File: src/rtl/rsa_pkg.sv
// Shared types for the RSA datapath blocks.
// Holds the modular multiplier FSM encoding and default width.
package rsa_pkg;

  localparam int RSA_WIDTH_DEFAULT = 32;

  typedef enum logic [1:0] {
    IDLE,
    REDUCE,
    MULT,
    DONE
  } modmult_state_t;

endpackage

File: src/rtl/modmult_step.sv
// One interleaved shift-add-reduce step: (2*r + bit*x) mod n.
// Valid while r < n and x < n, so the sum stays below 3n.
module modmult_step #(
  parameter int WIDTH = 32
) (
  input  logic [WIDTH-1:0] i_r,
  input  logic             i_bit,
  input  logic [WIDTH-1:0] i_x,
  input  logic [WIDTH-1:0] i_n,
  output logic [WIDTH-1:0] o_r_next
);

  logic [WIDTH+1:0] w_n;
  logic [WIDTH+1:0] w_add;
  logic [WIDTH+1:0] w_t;
  logic [WIDTH+1:0] w_t1;
  logic [WIDTH+1:0] w_t2;

  assign w_n   = {2'b00, i_n};
  assign w_add = i_bit ? {2'b00, i_x} : '0;
  assign w_t   = {1'b0, i_r, 1'b0} + w_add;

  // Two conditional subtractions bring t from [0, 3n) into [0, n).
  assign w_t1 = (w_t >= w_n) ? (w_t - w_n) : w_t;
  assign w_t2 = (w_t1 >= w_n) ? (w_t1 - w_n) : w_t1;

  assign o_r_next = w_t2[WIDTH-1:0];

endmodule

File: src/rtl/modmult_interleaved.sv
// Bit-serial modular multiplier: result = (a * b) mod n.
// Fixed latency regardless of operand values.
module modmult_interleaved
  import rsa_pkg::*;
#(
  parameter int WIDTH    = RSA_WIDTH_DEFAULT,
  parameter bit REDUCE_A = 1'b1
) (
  input  logic             clk,
  input  logic             reset,
  input  logic             start,
  input  logic [WIDTH-1:0] a,
  input  logic [WIDTH-1:0] b,
  input  logic [WIDTH-1:0] n,
  output logic             busy,
  output logic             done,
  output logic             error,
  output logic [WIDTH-1:0] result
);

  localparam int CW = $clog2(WIDTH);
  localparam logic [CW-1:0] CNT_MAX = CW'(WIDTH - 1);

  modmult_state_t   r_state;
  logic [CW-1:0]    r_cnt;
  logic [WIDTH-1:0] r_a;
  logic [WIDTH-1:0] r_b;
  logic [WIDTH-1:0] r_n;
  logic [WIDTH-1:0] r_r;
  logic [WIDTH-1:0] r_result;
  logic             r_error;

  logic             w_reduce;
  logic             w_bit;
  logic             w_last;
  logic [WIDTH-1:0] w_x;
  logic [WIDTH-1:0] w_next;

  // REDUCE walks a with x=1; MULT walks b with x=a_red.
  assign w_reduce = (r_state == REDUCE);
  assign w_bit    = w_reduce ? r_a[r_cnt] : r_b[r_cnt];
  assign w_x      = w_reduce ? WIDTH'(1) : r_a;
  assign w_last   = (r_cnt == '0);

  modmult_step #(
    .WIDTH(WIDTH)
  ) u_step (
    .i_r     (r_r),
    .i_bit   (w_bit),
    .i_x     (w_x),
    .i_n     (r_n),
    .o_r_next(w_next)
  );

  always_ff @(posedge clk) begin
    if (reset) begin
      r_state  <= IDLE;
      r_cnt    <= '0;
      r_a      <= '0;
      r_b      <= '0;
      r_n      <= '0;
      r_r      <= '0;
      r_result <= '0;
      r_error  <= 1'b0;
    end else begin
      unique case (r_state)
        IDLE: begin
          if (start) begin
            r_a     <= a;
            r_b     <= b;
            r_n     <= n;
            r_r     <= '0;
            r_cnt   <= CNT_MAX;
            r_error <= 1'b0;
            if (n == '0) begin
              r_state  <= DONE;
              r_error  <= 1'b1;
              r_result <= '0;
            end else if (REDUCE_A) begin
              r_state <= REDUCE;
            end else begin
              r_state <= MULT;
            end
          end
        end
        REDUCE: begin
          if (w_last) begin
            r_a     <= w_next;
            r_r     <= '0;
            r_cnt   <= CNT_MAX;
            r_state <= MULT;
          end else begin
            r_r   <= w_next;
            r_cnt <= r_cnt - CW'(1);
          end
        end
        MULT: begin
          r_r <= w_next;
          if (w_last) begin
            r_result <= w_next;
            r_state  <= DONE;
          end else begin
            r_cnt <= r_cnt - CW'(1);
          end
        end
        DONE: begin
          r_state <= IDLE;
        end
        default: begin
          r_state <= IDLE;
        end
      endcase
    end
  end

  assign busy   = (r_state == REDUCE) || (r_state == MULT);
  assign done   = (r_state == DONE);
  assign error  = r_error;
  assign result = r_result;

endmodule

File: config.mk
export PLATFORM = sky130hd
export DESIGN_NAME = modmult_interleaved
export DESIGN_NICKNAME = d
export VERILOG_FILES = /design/src/rtl/rsa_pkg.sv /design/src/rtl/modmult_step.sv /design/src/rtl/modmult_interleaved.sv
export SDC_FILE = /design/constraint.sdc
export NUM_CORES = 1
export LEC_CHECK = 0
export BUFFER_PORTS_ARGS = -buffer_cell sky130_fd_sc_hd__buf_2
export CORE_MARGIN = 2
export CORE_UTILIZATION = 40
export DETAILED_ROUTE_END_ITERATION = 10
export HOLD_SLACK_MARGIN = 0.02
export SYNTH_ARGS = -nofsm -noshare
export SYNTH_HDL_FRONTEND = slang
export SYNTH_SLANG_ARGS = --single-unit
File: constraint.sdc
create_clock -name clk -period 18.2 [get_ports clk]
set_input_delay 0.91 -clock clk [delete_from_list [all_inputs] [get_ports clk]]
set_output_delay 0.91 -clock clk [all_outputs]
set_load 0.05 [all_outputs]
==> flow_summary.toml, run 1 <==
[finish]
nets = 1907
fin_cells = 2120
final.fill_count = 3216
antenna_cells = 0
final_cell_mix = "nand2_1, a21oi_1, dfxtp_1"
syn2layout_area_growth_pct = 12.02
layout_commonest_cell = "nand2_1"
drive_gt1_share_pct = 13.56

[floorplanning]
ioPinCount = 134
fp.dieW_um = 181.9
dieArea_um2 = 33080
rows = 65
start_util_pct = 40.31
die_h_um = 181.9
core_um2 = 31390

[sta]
finalClockSkew_ns = 0.01732
max_slew_margin_pct = 15.33
drv_slew = 0
rsz0062_at_grt = "no"
tightest_slew_ns = 1.268
fin_crit_ns = 12.09
hold_viol = 0
fin_tns_setup_ns = 0
fmax_mhz = 82.69
setup_viol = 0
fin_crit_sh_pct = 66.45

[logic_synthesis]
synthArstFlopShare_pct = 0
syn_avg_cell_area_um2 = 7.793
synth-xor-area-share_pct = 5.675
synth_top_family_by_area = "compound AO/OA/AOI/OAI gates"
postSynthNetCount = 1826
synthMuxAreaShare_pct = 5.971
synth_edf_count = 0
synth_fa_ha_area_share_pct = 10.36
synth-simple-area-share_pct = 18.98
syn_area_um2 = 12660
synth_ff_type = "dfxtp_1"
synth_compound_area_share_pct = 27.52
ys_types = 81
synthCells = 1624
ys_seq_area_share_pct = 26.57
yosysWarnings = 0
ys_seq_elements = 168

[min_path]
min_path_type = "register to register"
hold_end = "r_n[30]"
holdPathStages = 2
hp-start = "r_n[30]"

[detailed_routing]
drtPass1Iterations = 7
ant_nets = 0
vias = 12190
drt_wl_total_mm = 41.26
drcViolationCount = 0
drt_iter0_markers = 825
detail_route.wl_per_cell_um = 19.46
vias_per_cell = 5.752

[cts]
ctsRootBufferMaster = "clkbuf_16"
clkSinkCount = 168
clk_pin_slew_ns = 0.08
ctsHoldBuffers = 0
cts_resized = 0
htree_levels = 4
clockBufferDepth = 2
clock_latency_ns = 0.45
cts_tree = "done"
cts_buffers = 17
cts_setup_buffers = 0

[place]
gp_congestion = 0.9298
port_buffers = 133
placedCellCount = 2088
hpwl_mm = 32.50

[setup_path]
timing.rr.end = "r_a[31]"
slowest_delay_ns = 1.18
r2r_cells = 38
startpoint_type = "register"
r2r-start = "r_cnt[0]"
path_class = "register to register"
cp.required_ns = 18.54
end_kind = "register"
r2r_slack_ns = 6.11
slowest_stage = "dfxtp_1"
critPathArrivalTime_ns = 12.43
crit_fanout = 53

[global_routing]
grt_max_degree = 66
antenna_found_initial = 0
grt_pass1_vias = 11720
grt_use_total_pct = 24.96
grt_pass1_wl_mm = 64.69
grt.overflow.total = 0

[run_status]
outcome = "finished clean"

[job]
max-cap-violations = 0
## logic make-up (layout without fill, tap and decap cells)
group,count (synthesis),count (layout)
buffers and inverters,156,250
flip-flops,168,168
adder cells (fa/ha/maj),103,103
AO/OA/AOI/OAI,556,556
XOR/XNOR,82,82
multiplexers,49,49
AND/OR/NAND/NOR,510,510
## state kept, by name, summed over array words and instances, names as in the netlist
signal / cells
error: 1
r_n: 32
r_state: 2
r_b: 32
r_cnt: 5
r_r: 32
r_a: 32
result: 32
## worst max-delay path by stage
stage,start,endpoint,slack (ns),cells past startpoint
5_1_grt,r_cnt[0],r_a[31],5.10,38
4_1_cts,r_cnt[0],r_a[31],6.25,36
2_1_floorplan,r_cnt[0],r_r[10],8.92,42
6_report,r_cnt[0],r_a[31],6.11,38
3_5_place_dp,r_cnt[0],r_a[7],6.31,38
3_3_place_gp,r_cnt[0],r_a[0],6.69,38
## metrics by stage
| step | utilization, % | instance area (um^2) | worst slack [ns] | hold slack, ns |
|---|---|---|---|---|
| 6_report | 45.16 | 14180 | 6.107 | 0.4548 |
| 5_1_grt | 45.16 | 14180 | 5.105 | 0.4713 |
| 4_1_cts | 45.16 | 14180 | 6.247 | 0.4566 |
| 3_5_place_dp | 43.26 | 13580 | 6.305 | 0.4425 |
| 3_3_place_gp | 43.26 | 13580 | 6.686 | 0.4345 |
| 2_1_floorplan | - | 12660 | 8.920 | 0.4315 |
## cell usage after synthesis, types with 4 or more instances
library cell    n  area share [%]
nand2_1       273             8.1
a21oi_1       179             7.1
dfxtp_1       168              27
o21ai_0       126             5.0
ha_1          100             9.9
inv_1          67             2.0
nor2_1         61             1.8
clkbuf_1       57             1.7
xnor2_1        56             3.9
a21o_1         53             3.1
and2_1         37             1.8
a31oi_1        27             1.3
a211oi_1       26             1.5
xor2_1         26             1.8
mux4_2         20             3.6
and3_1         19            0.94
nor4b_1        19             1.3
a22o_1         17             1.2
mux2i_1        17             1.3
nand3_1        16            0.63
o21a_1         16            0.95
o31ai_1        16            0.95
o21bai_1       15            0.89
nand2b_1       14            0.69
nand4_1        14            0.69
nor2b_1        13            0.64
nor3_1         13            0.51
o21ai_1        13            0.51
mux2_2         12             1.1
buf_1          11            0.33
buf_2          11            0.43
nor4_1         11            0.54
o211ai_1        9            0.53
or3_1           6            0.30
a311oi_1        5            0.35
inv_2           5            0.15
o211a_1         5            0.40
a211o_1         4            0.28
a22oi_1         4            0.24
and4_1          4            0.28
buf_4           4            0.24
## per-layer routing
metal	track usage, %	vias up	share of wire (%)
met5	0	-	0
met4	11.55	0	4.3
met3	3.149	82	3.9
met2	43.48	301	49
met1	30.72	5778	43
li1	-	6033	-
## cell type report
type,instances,area (um^2),area share (%)
Timing Repair Buffer,146,765.7,5.401
Clock inverter,15,171.4,1.209
Clock buffer,17,425.4,3.001
Sequential cell,168,3363,23.72
Tap cell,402,503.0,3.548
Multi-Input combinational cell,1300,8678,61.21
Inverter,72,270.3,1.906
## critical path, delay by kind of cell (launching register included)
| family | cells | cell delay [ns] |
|---|---|---|
| mux | 3 | 1.32 |
| compound gates | 20 | 5.26 |
| flops | 1 | 1.18 |
| xor+xnor | 1 | 0.28 |
| simple gates | 8 | 1.89 |
| buf+inv | 3 | 0.95 |
| fa+ha+maj | 3 | 1.06 |
Power of run 1 is not shown: default switching activity piles up to over one toggle a cycle in this logic, so the estimate is an artifact.
==> run 2, diff against run 1 <==
--- a/config.mk
+++ b/config.mk
@@ -5,6 +5,7 @@
 export SDC_FILE = /design/constraint.sdc
 export NUM_CORES = 1
 export LEC_CHECK = 0
+export ABC_AREA = 1
 export BUFFER_PORTS_ARGS = -buffer_cell sky130_fd_sc_hd__buf_2
 export CORE_MARGIN = 2
 export CORE_UTILIZATION = 40
==> constraint.sdc (replaced) <==
create_clock -name clk -period 12.5 [get_ports clk]
set_input_delay 0.625 -clock clk [delete_from_list [all_inputs] [get_ports clk]]
set_output_delay 0.625 -clock clk [all_outputs]
set_load 0.05 [all_outputs]
==> flow_summary.toml, run 2 <==
[logic_synthesis]
synth_top_area_cell = "dfxtp_1"
syn_avg_cell_area_um2 = 6.130
synth_edf_count = 0
ys_seq_elements = 168
ys_top_cells_by_count = "nand2_1, a21oi_1, nor2_1"
synth_most_common_cell = "nand2_1"
synthCells = 2351
synth_ff_type = "dfxtp_1"
synthTopCellsByArea = "dfxtp_1, nand2_1, a21oi_1"
ys_seq_area_share_pct = 23.34
postSynthNetCount = 2553
ys_types = 51
synth_top_area_share_pct = 23.34
syn_area_um2 = 14410
synthArstFlopShare_pct = 0
yosysWarnings = 0

[min_path]
min_path_type = "primary input to register"
hp-start = "b[27]"
holdPathStages = 3
hold_end = "r_b[27]"

[global_routing]
grt_pass1_vias = 14790
grt_use_total_pct = 29.36
grt_pass1_wl_mm = 85.70
antenna_found_initial = 2
grt_max_degree = 94
grt.overflow.total = 0

[place]
port_buffers = 133
hpwl_mm = 45.44
gp_congestion = 0.9604

[finish]
drive_gt1_share_pct = 8.889
final_cell_mix = "nand2_1, a21oi_1, nor2_1"
nets = 2619
syn2layout_area_growth_pct = 10.67
layout_commonest_cell = "nand2_1"
final.fill_count = 3921

[setup_path]
path_class = "register to register"
path_delay_family = "simple AND/OR/NAND/NOR gates"
end_kind = "register"
slowest_stage = "dfxtp_1"
r2r_slack_ns = 1.51
r2r-start = "r_cnt[1]"
slowest_delay_ns = 0.96
cp_num_buf_inv = 6
worst_path_most_repeated_cell = "nand2_1"
crit_fanout = 34
critPathArrivalTime_ns = 11.37
timing.rr.end = "r_r[20]"
startpoint_type = "register"
r2r_cells = 51
cp.required_ns = 12.88

[floorplanning]
core_um2 = 35570
fp.dieW_um = 193.8
dieArea_um2 = 37570
ioPinCount = 134
rows = 69
die_h_um = 193.8
start_util_pct = 40.52

[cts]
clockBufferDepth = 2
cts_resized = 0
ctsHoldBuffers = 0
cts_tree = "done"
clock_latency_ns = 0.46
clk_pin_slew_ns = 0.07
cts_setup_buffers = 0
ctsRootBufferMaster = "clkbuf_16"
cts_buffers = 17
clkSinkCount = 168
htree_levels = 4

[sta]
max_slew_margin_pct = 21.56
setup_viol = 0
fin_tns_setup_ns = 0
fmax_mhz = 90.97
fin_crit_ns = 10.99
drv_slew = 0
finalClockSkew_ns = 0.01547
tightest_slew_ns = 1.175
rsz0062_at_grt = "no"
fin_crit_sh_pct = 87.94
hold_viol = 0

[detailed_routing]
detail_route.wl_per_cell_um = 19.56
drcViolationCount = 0
vias_per_cell = 5.496
drt_iter0_markers = 1261
vias = 15890
drt_wl_total_mm = 56.56
drtPass1Iterations = 5
ant_nets = 0

[run_status]
outcome = "finished clean"

[job]
max-cap-violations = 0
-- run 2: changes by cell type after synthesis, sizes merged, moves of 29 or more --
cell	before	now
nand3	16	118
o21ai	139	215
inv	72	237
and2	37	0
nand4	14	63
nand2	274	621
a21oi	180	273
xnor2	56	27
a21o	53	14
nor2	61	247
-- run 2: worst max-delay path by stage --
stage	startpoint	end	slack [ns]	cells after the start
after CTS	r_cnt[1]	r_r[1]	1.81	51
after detailed placement	r_cnt[1]	r_r[20]	1.90	51
after global routing	r_cnt[1]	r_r[12]	0.56	51
after global placement	r_cnt[1]	r_r[3]	2.04	47
final	r_cnt[1]	r_r[20]	1.51	51
after floorplan	r_cnt[0]	r_r[24]	5.29	52
-- run 2: worst min-delay path, stage by stage --
cell     delay [ns]
buf_2          0.07
o21ai_0        0.07
nor2_1         0.08
-- run 2: cell type report --
class | count | area, um^2 | area share (%)
Multi-Input combinational cell | 1842 | 9698 | 60.80
Tap cell | 461 | 576.8 | 3.616
Timing Repair Buffer | 147 | 770.7 | 4.832
Clock buffer | 17 | 425.4 | 2.667
Inverter | 241 | 908.4 | 5.695
Antenna cell | 1 | 2.502 | 0.01569
Sequential cell | 168 | 3363 | 21.09
Clock inverter | 15 | 205.2 | 1.286
-- run 2: metal layers --
layer  global-route usage [%]  vias to the layer above  part of all wire [%]
met5                        0                        -                 0.023
li1                         -                     7947                     -
met4                    8.754                        2                   2.7
met2                    47.28                      520                    45
met3                    4.331                       80                   5.7
met1                    40.61                     7345                    46
-- run 2: kinds of logic (layout without fill, tap and decap cells) --
| kind of cell | after synthesis | in the layout | share of synthesized area (%) |
|---|---|---|---|
| AO/OA/AOI/OAI | 560 | 560 | 20.87 |
| adder cells (fa/ha/maj) | 103 | 103 | 9.098 |
| other | 0 | 1 | 0 |
| buffers and inverters | 341 | 420 | 9.593 |
| XOR/XNOR | 76 | 76 | 4.618 |
| flip-flops | 168 | 168 | 23.34 |
| AND/OR/NAND/NOR | 1103 | 1103 | 32.49 |
-- run 2: through the flow --
stage | setup WS [ns] | hold WS [ns] | cell area (um^2) | instances | util [%]
after floorplan | 5.289 | 0.4292 | 14410 | 2351 | -
after global placement | 2.045 | 0.4498 | 15320 | 2859 | 43.06
after detailed placement | 1.900 | 0.4519 | 15320 | 2859 | 43.06
after CTS | 1.815 | 0.4062 | 15950 | 2891 | 44.84
after global routing | 0.5554 | 0.4251 | 15950 | 2891 | 44.84
final | 1.508 | 0.4183 | 15950 | 2892 | 44.84
Power of run 2 is left out for the same reason.
==> run 3, diff against run 2 <==
--- a/config.mk
+++ b/config.mk
@@ -11,6 +11,7 @@
 export CORE_UTILIZATION = 40
 export DETAILED_ROUTE_END_ITERATION = 10
 export HOLD_SLACK_MARGIN = 0.02
+export RECOVER_POWER = 50
 export SYNTH_ARGS = -nofsm -noshare
 export SYNTH_HDL_FRONTEND = slang
 export SYNTH_SLANG_ARGS = --single-unit
==> flow_summary.toml, run 3 (same netlist as run 2, synthesis figures left out) <==
[detailed_routing]
detail_route.wl_per_cell_um = 19.59
drt_iter0_markers = 1240
drt_wl_total_mm = 56.65
drcViolationCount = 0
drtPass1Iterations = 5
vias_per_cell = 5.506
vias = 15920
ant_nets = 0

[run_status]
violations = "max-capacitance violations, max-slew violations"
outcome = "finished, violations left"

[finish]
multi_input_area_um2 = 9696
final.fill_count = 3940
layout_commonest_cell = "nand2_1"
syn2layout_area_growth_pct = 10.29
seqCellArea_um2 = 3363
final_area_um2 = 15900
final_cell_mix = "nand2_1, a21oi_1, nor2_1"
nets = 2619
drive_gt1_share_pct = 7.284

[cts]
clkSinkCount = 168
clock_latency_ns = 0.46
cts_resized = 0
cts_tree = "done"
cts_buffers = 17
clockBufferDepth = 2
ctsRootBufferMaster = "clkbuf_16"
ctsHoldBuffers = 0
cts_setup_buffers = 0
htree_levels = 4
clk_pin_slew_ns = 0.07

[global_routing]
grt_max_degree = 94
grt_pass1_vias = 14790
antenna_found_initial = 1
grt.overflow.total = 0
gr-usage-met3_pct = 4.331
grt_use_total_pct = 29.36
grt_pass1_wl_mm = 85.70
use_met1_pct = 40.61
busiest_layer = "met2"
grt_use_met2_pct = 47.28

[sta]
max_slew_margin_pct = -133.3
fmax_mhz = 90.42
fin_crit_sh_pct = 88.48
finalClockSkew_ns = 0.01607
drv_slew = 221
fin_crit_ns = 11.06
setup_viol = 0
fin_tns_setup_ns = 0
rsz0062_at_grt = "no"
worst_slack_ns = 1.440
tightest_slew_ns = 3.499
hold_viol = 0

[floorplanning]
ioPinCount = 134
dieArea_um2 = 37570
fp.dieW_um = 193.8
start_util_pct = 40.52
rows = 69
die_h_um = 193.8
core_um2 = 35570

[place]
gp_congestion = 0.9604
pre_cts_slack_ns = 1.900
port_buffers = 133
hpwl_mm = 45.44
placed_cell_area_um2 = 15320

[setup_path]
worstSetupEndpoint = "r_r[29]"
critPathArrivalTime_ns = 11.41
end_kind = "register"
r2r-start = "r_cnt[1]"
slowest_delay_ns = 0.96
critPathLaunch = "r_cnt[1]"
cp.required_ns = 12.85
r2r_cells = 51
startpoint_type = "register"
path_class = "register to register"
crit_fanout = 34
timing.rr.end = "r_r[29]"
slowest_stage = "dfxtp_1"
r2r_slack_ns = 1.44
worst_path_most_repeated_cell = "nand2_1"

[min_path]
min_path_type = "primary input to register"

[job]
max-cap-violations = 3
run 3: worst min-delay path by stage:
stage,startpoint,end,slack [ns],cells after the start
after floorplan,r_b[5],r_b[5],0.43,2
after CTS,b[27],r_b[27],0.41,3
after detailed placement,r_b[5],r_b[5],0.45,2
final,b[3],r_b[3],0.41,3
after global placement,r_b[5],r_b[5],0.45,2
after global routing,b[14],r_b[14],0.43,3
run 3: metrics by stage:
step | hold slack (ns) | util [%] | instances
2_1_floorplan | 0.4292 | - | 2351
3_3_place_gp | 0.4498 | 43.06 | 2859
3_5_place_dp | 0.4519 | 43.06 | 2859
4_1_cts | 0.4062 | 44.84 | 2891
5_1_grt | 0.4251 | 44.68 | 2891
6_report | 0.4129 | 44.69 | 2892
run 3: worst max-delay path, delay by kind of cell, from the launching register on:
kind | cells | cell delay, ns
AND/OR/NAND/NOR | 33 | 5.35
AO/OA/AOI/OAI | 8 | 1.68
buffers and inverters | 6 | 1.50
flip-flops | 1 | 0.96
adder cells (fa/ha/maj) | 4 | 1.39
run 3: layer usage:
metal  up-vias  part of all wire (%)
met2       526                    45
li1       7951                     -
met4         2                   2.6
met1      7367                    47
met3        77                   5.3
met5         -                 0.012
run 3: layout make-up:
cell class | count | share of cell area [%]
Sequential cell | 168 | 21.16
Inverter | 241 | 5.715
Clock inverter | 15 | 1.291
Tap cell | 461 | 3.629
Multi-Input combinational cell | 1842 | 61.00
Clock buffer | 17 | 2.676
Antenna cell | 1 | 0.01574
Timing Repair Buffer | 147 | 4.518
Power of run 3 is left out for the same reason.
